==> src/rtl/fp_pkg.sv <==
// Shared definitions for the sequenced FP adder: FSM states, binary32 field
// constants, the canonical quiet NaN and the unpacked-operand record.
package fp_pkg;

  localparam int EXP_W   = 8;
  localparam int MAN_W   = 23;
  localparam int BIAS    = 127;
  localparam int EXP_MAX = 255;

  localparam logic [31:0] CANON_NAN = 32'h7FC0_0000;

  typedef enum logic [3:0] {
    S_IDLE,
    S_RD_A,
    S_RD_B,
    S_CAP_B,
    S_ALIGN,
    S_ADD,
    S_NORM,
    S_ROUND,
    S_WB
  } state_t;

  typedef struct packed {
    logic             sign;
    logic [EXP_W-1:0] expo;
    logic [MAN_W:0]   man;   // hidden bit included
  } fp_unp_t;

  // Denormals are flushed: a zero exponent yields a zero mantissa.
  function automatic fp_unp_t fp_unpack(input logic [31:0] v);
    fp_unp_t u;
    u.sign = v[31];
    u.expo = v[30:23];
    u.man  = (v[30:23] == 8'd0) ? 24'd0 : {1'b1, v[22:0]};
    return u;
  endfunction

endpackage

==> src/rtl/fp_align_shift.sv <==
// Alignment shifter: right-shifts a 27-bit mantissa (24 bits + guard/round/
// sticky) by a distance saturated at SHMAX, reporting any bits shifted out.
module fp_align_shift #(
  parameter int SHMAX = 26
) (
  input  logic [26:0] i_man,
  input  logic [7:0]  i_dist,
  output logic [26:0] o_man,
  output logic        o_sticky
);

  logic [4:0]  w_sh;
  logic [26:0] w_mask;

  // Saturate the distance, shift, and OR together everything that fell off.
  always_comb begin
    w_sh     = (i_dist > 8'(SHMAX)) ? 5'(SHMAX) : i_dist[4:0];
    w_mask   = (27'd1 << w_sh) - 27'd1;
    o_man    = i_man >> w_sh;
    o_sticky = |(i_man & w_mask);
  end

endmodule

==> src/rtl/fp_add_seq.sv <==
// Sequenced binary32 adder sitting on the FP register memory: reads two
// operands, adds them over several cycles, writes the sum back.
// Build option: FP_ROUND_NEAREST_EN selects round-to-nearest-even; without it
// the result is truncated (round toward zero). Latency is identical.
//
// state   | meaning
// IDLE    | waiting for start
// RD_A    | read request for operand A
// RD_B    | read request for operand B, capture A
// CAP_B   | capture B
// ALIGN   | unpack, order by magnitude, align smaller operand, detect specials
// ADD     | add/subtract mantissas, absorb carry-out
// NORM    | left-shift one bit per cycle until hidden bit set (or zero/flush)
// ROUND   | round, renormalize, overflow to infinity, pack result
// WB      | write result, pulse done
module fp_add_seq
  import fp_pkg::*;
#(
  parameter int AW    = 5,
  parameter int DW    = 32,
  parameter int SHMAX = 26
) (
  input  logic          clk,
  input  logic          rst_n,
  input  logic          start,
  input  logic [AW-1:0] src_a,
  input  logic [AW-1:0] src_b,
  input  logic [AW-1:0] dst,
  output logic          busy,
  output logic          done,
  output logic          mem_re,
  output logic [AW-1:0] mem_raddr,
  input  logic [DW-1:0] mem_rdata,
  output logic          mem_we,
  output logic [AW-1:0] mem_waddr,
  output logic [DW-1:0] mem_wdata
);

`ifdef FP_ROUND_NEAREST_EN
  localparam logic RNE = 1'b1;
`else
  localparam logic RNE = 1'b0;
`endif

  state_t        r_state, w_next;
  logic [AW-1:0] r_src_a, r_src_b, r_dst;
  logic [DW-1:0] r_a, r_b, r_result, r_spec_val;
  logic          r_sign, r_sub, r_special, r_zero;
  logic [9:0]    r_exp;
  logic [26:0]   r_man_l, r_man_s, r_man;

  fp_unp_t       w_ua, w_ub, w_l, w_s;
  logic          w_swap, w_nan_a, w_nan_b, w_inf_a, w_inf_b, w_spec, w_sticky;
  logic [DW-1:0] w_spec_val, w_result;
  logic [7:0]    w_dist;
  logic [26:0]   w_sh_man;
  logic [27:0]   w_sum;
  logic          w_inc;
  logic [24:0]   w_rnd;
  logic [22:0]   w_frac;
  logic [9:0]    w_exp_r;

  assign busy      = (r_state != S_IDLE);
  assign done      = (r_state == S_WB);
  assign mem_we    = (r_state == S_WB);
  assign mem_re    = (r_state == S_RD_A) || (r_state == S_RD_B);
  assign mem_raddr = (r_state == S_RD_B) ? r_src_b : r_src_a;
  assign mem_waddr = r_dst;
  assign mem_wdata = r_result;

  // Unpack, order by magnitude and classify specials for the ALIGN step.
  always_comb begin
    w_ua     = fp_unpack(r_a);
    w_ub     = fp_unpack(r_b);
    w_swap   = {w_ub.expo, w_ub.man} > {w_ua.expo, w_ua.man};
    w_l      = w_swap ? w_ub : w_ua;
    w_s      = w_swap ? w_ua : w_ub;
    w_dist   = w_l.expo - w_s.expo;
    w_nan_a  = (r_a[30:23] == 8'hFF) && (r_a[22:0] != 23'd0);
    w_nan_b  = (r_b[30:23] == 8'hFF) && (r_b[22:0] != 23'd0);
    w_inf_a  = (r_a[30:23] == 8'hFF) && (r_a[22:0] == 23'd0);
    w_inf_b  = (r_b[30:23] == 8'hFF) && (r_b[22:0] == 23'd0);
    w_spec   = w_nan_a | w_nan_b | w_inf_a | w_inf_b;
    if (w_nan_a || w_nan_b || (w_inf_a && w_inf_b && (r_a[31] != r_b[31])))
      w_spec_val = CANON_NAN;
    else if (w_inf_a)
      w_spec_val = r_a;
    else
      w_spec_val = r_b;
  end

  fp_align_shift #(.SHMAX(SHMAX)) u_align (
    .i_man    ({w_s.man, 3'b000}),
    .i_dist   (w_dist),
    .o_man    (w_sh_man),
    .o_sticky (w_sticky)
  );

  // Mantissa add/subtract; the larger magnitude is always on the left.
  always_comb begin
    if (r_sub) w_sum = {1'b0, r_man_l} - {1'b0, r_man_s};
    else       w_sum = {1'b0, r_man_l} + {1'b0, r_man_s};
  end

  // Rounding and result packing; the mantissa can carry into bit 24.
  always_comb begin
    w_inc   = RNE & r_man[2] & (r_man[1] | r_man[0] | r_man[3]);
    w_rnd   = {1'b0, r_man[26:3]} + {24'd0, w_inc};
    w_exp_r = r_exp + {9'd0, w_rnd[24]};
    w_frac  = w_rnd[24] ? w_rnd[23:1] : w_rnd[22:0];
    if (r_special)
      w_result = r_spec_val;
    else if (r_zero)
      w_result = {r_sign, 31'd0};
    else if (w_exp_r >= 10'(EXP_MAX))
      w_result = {r_sign, 8'hFF, 23'd0};
    else
      w_result = {r_sign, w_exp_r[7:0], w_frac};
  end

  // State register.
  always_ff @(posedge clk or negedge rst_n) begin
    if (!rst_n) r_state <= S_IDLE;
    else        r_state <= w_next;
  end

  // Next-state logic.
  always_comb begin
    w_next = r_state;
    case (r_state)
      S_IDLE:  if (start) w_next = S_RD_A;
      S_RD_A:  w_next = S_RD_B;
      S_RD_B:  w_next = S_CAP_B;
      S_CAP_B: w_next = S_ALIGN;
      S_ALIGN: w_next = S_ADD;
      S_ADD:   w_next = S_NORM;
      S_NORM:  if (r_special || (r_man == 27'd0) || r_man[26] || (r_exp <= 10'd1))
                 w_next = S_ROUND;
      S_ROUND: w_next = S_WB;
      S_WB:    w_next = S_IDLE;
      default: w_next = S_IDLE;
    endcase
  end

  // Datapath registers, advanced per state.
  always_ff @(posedge clk or negedge rst_n) begin
    if (!rst_n) begin
      r_src_a    <= '0;
      r_src_b    <= '0;
      r_dst      <= '0;
      r_a        <= '0;
      r_b        <= '0;
      r_result   <= '0;
      r_spec_val <= '0;
      r_sign     <= 1'b0;
      r_sub      <= 1'b0;
      r_special  <= 1'b0;
      r_zero     <= 1'b0;
      r_exp      <= '0;
      r_man_l    <= '0;
      r_man_s    <= '0;
      r_man      <= '0;
    end else begin
      case (r_state)
        S_IDLE: if (start) begin
          r_src_a <= src_a;
          r_src_b <= src_b;
          r_dst   <= dst;
        end
        S_RD_B:  r_a <= mem_rdata;
        S_CAP_B: r_b <= mem_rdata;
        S_ALIGN: begin
          r_sign     <= w_l.sign;
          r_exp      <= {2'b00, w_l.expo};
          r_man_l    <= {w_l.man, 3'b000};
          r_man_s    <= {w_sh_man[26:1], w_sh_man[0] | w_sticky};
          r_sub      <= w_l.sign ^ w_s.sign;
          r_special  <= w_spec;
          r_spec_val <= w_spec_val;
          r_zero     <= 1'b0;
        end
        S_ADD: begin
          if (w_sum[27]) begin
            r_man <= {w_sum[27:2], |w_sum[1:0]};
            r_exp <= r_exp + 10'd1;
          end else begin
            r_man <= w_sum[26:0];
          end
        end
        S_NORM: if (!r_special) begin
          if (r_man == 27'd0) begin
            // exact cancellation always yields +0
            r_zero <= 1'b1;
            r_sign <= 1'b0;
          end else if (!r_man[26]) begin
            if (r_exp <= 10'd1) r_zero <= 1'b1;
            else begin
              r_man <= {r_man[25:0], 1'b0};
              r_exp <= r_exp - 10'd1;
            end
          end
        end
        S_ROUND: r_result <= w_result;
        default: ;
      endcase
    end
  end

endmodule

==> config.mk <==
export PLATFORM = sky130hd
export DESIGN_NAME = fp_add_seq
export DESIGN_NICKNAME = d
export VERILOG_FILES = /design/src/rtl/fp_pkg.sv /design/src/rtl/fp_align_shift.sv /design/src/rtl/fp_add_seq.sv
export SDC_FILE = /design/constraint.sdc
export NUM_CORES = 1
export LEC_CHECK = 0
export CAP_MARGIN = 20
export CORE_ASPECT_RATIO = 0.75
export CORE_MARGIN = 8
export CORE_UTILIZATION = 54
export DETAILED_ROUTE_END_ITERATION = 8
export PLACE_DENSITY_LB_ADDON = 0.3
export SLEW_MARGIN = 20
export SYNTH_ARGS = -nofsm -noshare
export SYNTH_HDL_FRONTEND = slang
export SYNTH_SLANG_ARGS = --single-unit
==> constraint.sdc <==
create_clock -name clk -period 12.3 [get_ports clk]
set_input_delay 2.46 -clock clk [delete_from_list [all_inputs] [get_ports clk]]
set_output_delay 2.46 -clock clk [all_outputs]
set_load 0.01 [all_outputs]
# Word level (Yosys, flattened, before mapping)

Cells that the tools add are included.

Output and inout port bits: 46
Input port bits: 50
Register bits after elaboration: 239

$add $sub $neg: 6
Multiplexer cells: 35
Reduce and logical (&&, ||, !) cells: 33
Shifts and indexed selects: 2
Bitwise logic cells: 6
$lt $le $gt $ge: 4
Eq/ne operators: 21

Operators with widths:

| kind                                                | number |
|---|---|
| two-way mux 27 bit                                  | 5 |
| two-way mux 32 bit                                  | 3 |
| two-way mux 33 bit                                  | 2 |
| two-way mux 31 bit                                  | 2 |
| one-hot mux 27 bit (2 select lines)                 | 1 |
| two-way mux 10 bit                                  | 5 |
| two-way mux 24 bit                                  | 2 |
| zero test 23 bit                                    | 2 |
| nonzero test 23 bit                                 | 2 |
| greater-than comparator 32 bit                      | 1 |
| one-hot mux 4 bit (8 select lines)                  | 1 |
| one-hot mux 10 bit (3 select lines)                 | 1 |
| adder 27 x 27 -> 28 bit                             | 1 |
| two-way mux 28 bit                                  | 1 |
| subtractor 27 x 27 -> 28 bit                        | 1 |
| AND 27 bit                                          | 1 |
| zero test 27 bit                                    | 1 |
| OR reduction 27 bit                                 | 1 |
| << shifter 1 x 5 -> 27 bit, first input constant    | 1 |
| right shift 27 x 5 -> 27 bit                        | 1 |
| subtractor 27 x 1 -> 27 bit, second input constant  | 1 |
| equality test 4 x 3 -> 1 bit, second input constant | 4 |
| equality test 8 bit, second input constant          | 2 |
| zero test 8 bit                                     | 2 |
| 30 further kinds                                    | 63 |

# Logic depth before layout (Yosys ltp)

Word-level depth: 12
Mapped depth: 37

# Hierarchy

From an unflattened synthesis, not the netlist that was laid out.

Cell total of the unflattened synthesis: 2034
Area, all modules: 17165.2 sq um

Modules (own cells, without submodules):

| module         | area an instance (sq um) | cells each | seq. area each (sq um) | times used |
|---|---|---|---|---|
| fp_add_seq     | 14824.2                  | 1668       | 5980.7                 | 1 |
| fp_align_shift | 2341.0                   | 366        | 0.0                    | 1 |

# Least setup slack after synthesis

Ideal clock, no wire load.

Path type: reg2reg
Start point: register r_b[24]
End point: register r_man_s[0]
Cell stages (with the launch flop): 35
Arrival time: 8.050 ns
Required time: 12.174 ns
Clock period less this slack: 8.176 ns
Setup time: 0.126 ns
Slack: 4.124 ns
Path through: dfrtp_1 > clkbuf_1 > nor4_1 > nand2_1 > clkbuf_1 > clkbuf_1 > and2_1 > ha_1 > a21oi_1 > o21ai_0 > a221o_1 > o31a_1 > buf_4 > nor2_2 > buf_6 > buf_1 > clkbuf_1 > buf_1 > clkbuf_1 > clkbuf_1 > a22oi_1 > ha_1 > o21ai_0 > a21boi_0 > o211ai_1 > nand2_1 > or4_1 > a31oi_1 > nand3_1 > clkbuf_1 > a2111oi_0 > o21ai_1 > a21oi_1 > nand4_1 > o32a_1

Longest elaborated chain between the ends: 12

Ends and longest elaborated chain:

| item                                   | RTL line                           | RTL |
|---|---|---|
| start: declaration                     | fp_add_seq.sv:47                   | `logic [DW-1:0] r_a, r_b, r_result, r_spec_val;` |
| start signal: assignment               | fp_add_seq.sv:171                  | `S_CAP_B: r_b <= mem_rdata;` |
| zero test 8 bit                        | fp_pkg.sv:35                       | `u.man = (v[30:23] == 8'd0) ? 24'd0 : {1'b1, v[22:0]};` |
| two-way mux 24 bit                     | fp_pkg.sv:35                       |  |
| greater-than comparator 32 bit         | fp_add_seq.sv:75                   | `w_swap = {w_ub.expo, w_ub.man} > {w_ua.expo, w_ua.man};` |
| two-way mux 33 bit (on tied branches)  | fp_add_seq.sv:76, fp_add_seq.sv:77 |  |
| subtractor 8 bit                       | fp_add_seq.sv:78                   | `w_dist = w_l.expo - w_s.expo;` |
| greater-than comparator 8 x 5 -> 1 bit | fp_align_shift.sv:17               | `w_sh = (i_dist > 8'(SHMAX)) ? 5'(SHMAX) : i_dist[4:0];` |
| two-way mux 5 bit                      | fp_align_shift.sv:17               |  |
| << shifter 1 x 5 -> 27 bit             | fp_align_shift.sv:18               | `w_mask = (27'd1 << w_sh) - 27'd1;` |
| subtractor 27 x 1 -> 27 bit            | fp_align_shift.sv:18               |  |
| AND 27 bit                             | fp_align_shift.sv:20               | `o_sticky = \|(i_man & w_mask);` |
| OR reduction 27 bit                    | fp_align_shift.sv:20               |  |
| OR 1 bit *                             | fp_add_seq.sv:176                  | `r_man_s <= {w_sh_man[26:1], w_sh_man[0] \| w_sticky};` |
| end signal: assignment                 | fp_add_seq.sv:176                  |  |
| end: declaration                       | fp_add_seq.sv:50                   | `logic [26:0] r_man_l, r_man_s, r_man;` |

Mark *: on every way between the ends. The rest lies on a longest branch, timed or not.
A chain may end at the register's enable or synchronous reset.

# Final worst setup path

Same ends and word-level chain as after synthesis.

==> results.sh <==
export IMPL_outcome="completed"
export IMPL_ys_types=86
export IMPL_first_global_vias=14630
export IMPL_ys_async_sr_fraction_pct=100.0
export IMPL_synth_seq_cells=239
export IMPL_clk_pin_slew_ns=0.06
export IMPL_worst_pin_slew_ns=1.168
export IMPL_fmax_ghz=0.1148
export IMPL_vias=15580
export IMPL_seq_area_frac_synth_pct=35.81
export IMPL_drive_above_1_share_pct=9.497
export IMPL_setup_tns_final_ns=0
export IMPL_place_hpwl_um=41680
export IMPL_finalMaxSlewViolations=0
export IMPL_initial_utilization_pct=55.16
export IMPL_drt_pass1_iterations=5
export IMPL_via_per_inst=6.580
export IMPL_syn_mean_instance_area_um2=8.640
export IMPL_period_minus_slack_ns=8.714
export IMPL_gp_congestion=0.9692
export IMPL_area_growth_pct=12.05
export IMPL_ys_flop_type="dfrtp_1"
export IMPL_numCtsBuffers=25
export IMPL_dieArea_um2=36870
export IMPL_synth_fp_nets=2069
export IMPL_finalNetCount=2087
export IMPL_numPortBuffers=95
export IMPL_cp_start_kind="register"
export IMPL_wl_per_cell_um=23.44
export IMPL_arrival_ns=9.14
export IMPL_clock_sinks=239
export IMPL_worstPathRequired_ns=12.73
export IMPL_route_met3_wl_um=5735
export IMPL_die_x_um=219.1
export IMPL_clock_path_buffers=3
export IMPL_cts_root_buf="clkbuf_16"
export IMPL_dr_max_layer_used="met4"
export IMPL_io_pins=96
export IMPL_hp_start="mem_wdata[15]"
export IMPL_post_cts_buffers=0
export IMPL_synth_area_um2=16700
export IMPL_fp_row_count=55
export IMPL_cap_violations=0
export IMPL_yosysWarningCount=0
export IMPL_grtUsageTotal_pct=29.60
export IMPL_critPathLaunch="r_b[24]"
export IMPL_met1Wirelength_um=25470
export IMPL_synth_area_leaders="dfrtp_1 (36%), ha_1 (6.4%), mux2_2 (5.9%)"
export IMPL_cts_resized=0
export IMPL_synth_edff_count=0
export IMPL_yosys_area_top_type_share_pct=35.81
export IMPL_relSlewSlack_pct=21.30
export IMPL_setup_viol=0
export IMPL_clock_latency_ns=0.55
export IMPL_hold_ws_ns=0.4774
export IMPL_drc_errors=0
export IMPL_wl_met2_um=23130
export IMPL_htreeDepth=1
export IMPL_hp_class="register to register"
export IMPL_skew_ns=0.01385
export IMPL_reg2reg_from="r_b[24]"
export IMPL_core_um2=30280
export IMPL_die_h_um=168.3
export IMPL_grt_pass1_wl_um=86930
export IMPL_yosys_area_top_type="dfrtp_1"
export IMPL_grt_max_degree=87
export IMPL_wl_um=55520
export IMPL_postRouteAntennaNets=0
export IMPL_ctsHoldBuffers=0
export IMPL_cts_tree="built"
export IMPL_cp_max_fo=26
export IMPL_insertedDiodeCount=0
export IMPL_hold_violations=0
export IMPL_overflow=0
export IMPL_synth_cells=1933
export IMPL_rsz0062_at_grt="no"
export IMPL_endpoint_kind="register"
export IMPL_antenna_found_initial=0
export IMPL_drt_initial_drc_count=2075
export IMPL_path_class="register to register"
export IMPL_timing_final_crit_share_pct=70.85
[layout by cell type, fill, tap and decap left out, drive strengths merged, types with 16 or more instances in the layout]
cell type / instances
nand2: 260
dfrtp: 239
o21ai: 152
nor2: 143
a21oi: 105
clkdlybuf4s50: 94
mux2: 88
ha: 85
mux2i: 78
inv: 77
nor3: 50
nand3: 38
a31oi: 36
nor4: 35
a22oi: 33
clkbuf: 32
o221ai: 29
a22o: 28
buf: 28
nand2b: 24
nand4: 20
xnor2: 20
o211ai: 19
nor2b: 18
o22ai: 16
[cell type report]
class,instances,area [um2]
tap,399,499.2
inverter,77,289.0
fill,2593,11560
clock buffer,32,671.9
timing repair buffer,122,1166
multi-input combinational,1486,9943
sequential,239,5981
clock inverter,13,163.9
[sequential cells by signal, summed over array words and instances (netlist names)]
name        count
r_man_s        27
r_man_l        24
r_sign          1
r_src_b         5
mem_wdata      32
r_a            32
r_zero          1
r_spec_val     32
r_state         4
r_man          27
r_src_a         5
r_exp          10
r_sub           1
r_special       1
mem_waddr       5
r_b            32
[cells in the mapped netlist, drive strengths merged (29+ instances only)]
cell    number
dfrtp      239
a22oi       33
o221ai      29
inv         75
nor3        50
ha          85
nor4        35
mux2i       78
nand3       38
clkbuf     107
a31oi       36
nand2      260
nor2       143
o21ai      152
mux2        88
a21oi      105
[worst paths after layout]
check / slack (ns) / to / cells after the start
worst max-delay path: 3.59 / r_man_s[0] / 24
worst min-delay path: 0.48 / mem_wdata[15] / 2
worst max register to register: 3.59 / r_man_s[0] / 24
worst min register to register: 0.48 / mem_wdata[15] / 2
max in group asynchronous: 9.20 / r_man_s[20] / 2
min in group asynchronous: 1.88 / r_exp[7] / 1
[kinds of logic after synthesis]
group	after synthesis	share of synthesized area, %
AND/OR/NAND/NOR	647	18.20
AO/OA/AOI/OAI	555	21.97
flip-flops	239	35.81
buffers and inverters	208	4.960
multiplexers	168	10.95
adder cells (fa/ha/maj)	86	6.488
XOR/XNOR	30	1.618
[layer usage]
metal	up-vias	track usage (%)
li1	7098	-
met1	7596	45.00
met2	812	42.57
met3	75	6.107
met4	0	6.255
met5	-	0
[worst max-delay path: stages, from the launching register on]
cell	delay, ns
dfrtp_1	0.49
nor4_1	0.62
nand2_1	0.73
nand2_1	0.38
inv_1	0.10
ha_1	0.32
nand4_1	0.15
nor4_2	0.45
nand4_1	0.16
o21a_1	0.42
nor2_4	0.54
a22oi_1	0.16
ha_1	0.27
o21ai_0	0.23
a21boi_0	0.19
o211ai_1	0.19
nand2_1	0.08
or4_1	0.42
a31oi_1	0.66
nand3_1	0.63
o41ai_1	0.60
a32oi_1	0.19
a21oi_1	0.15
nand4_1	0.09
o32a_1	0.33
[stage by stage]
| stage | instance area [um2] | util (%) | cells | setup WS [ns] |
|---|---|---|---|---|
| after CTS | 18700 | 61.76 | 2368 | 3.947 |
| final | 18710 | 61.81 | 2368 | 3.586 |
| after detailed placement | 17860 | 59.00 | 2323 | 3.962 |
| after global placement | 17860 | 59.00 | 2323 | 4.154 |
| after global routing | 18710 | 61.81 | 2368 | 3.066 |
| after floorplan | 16700 | - | 1933 | 4.124 |
Power is not shown: default switching activity piles up to over one toggle a cycle in this logic, so the estimate is an artifact.
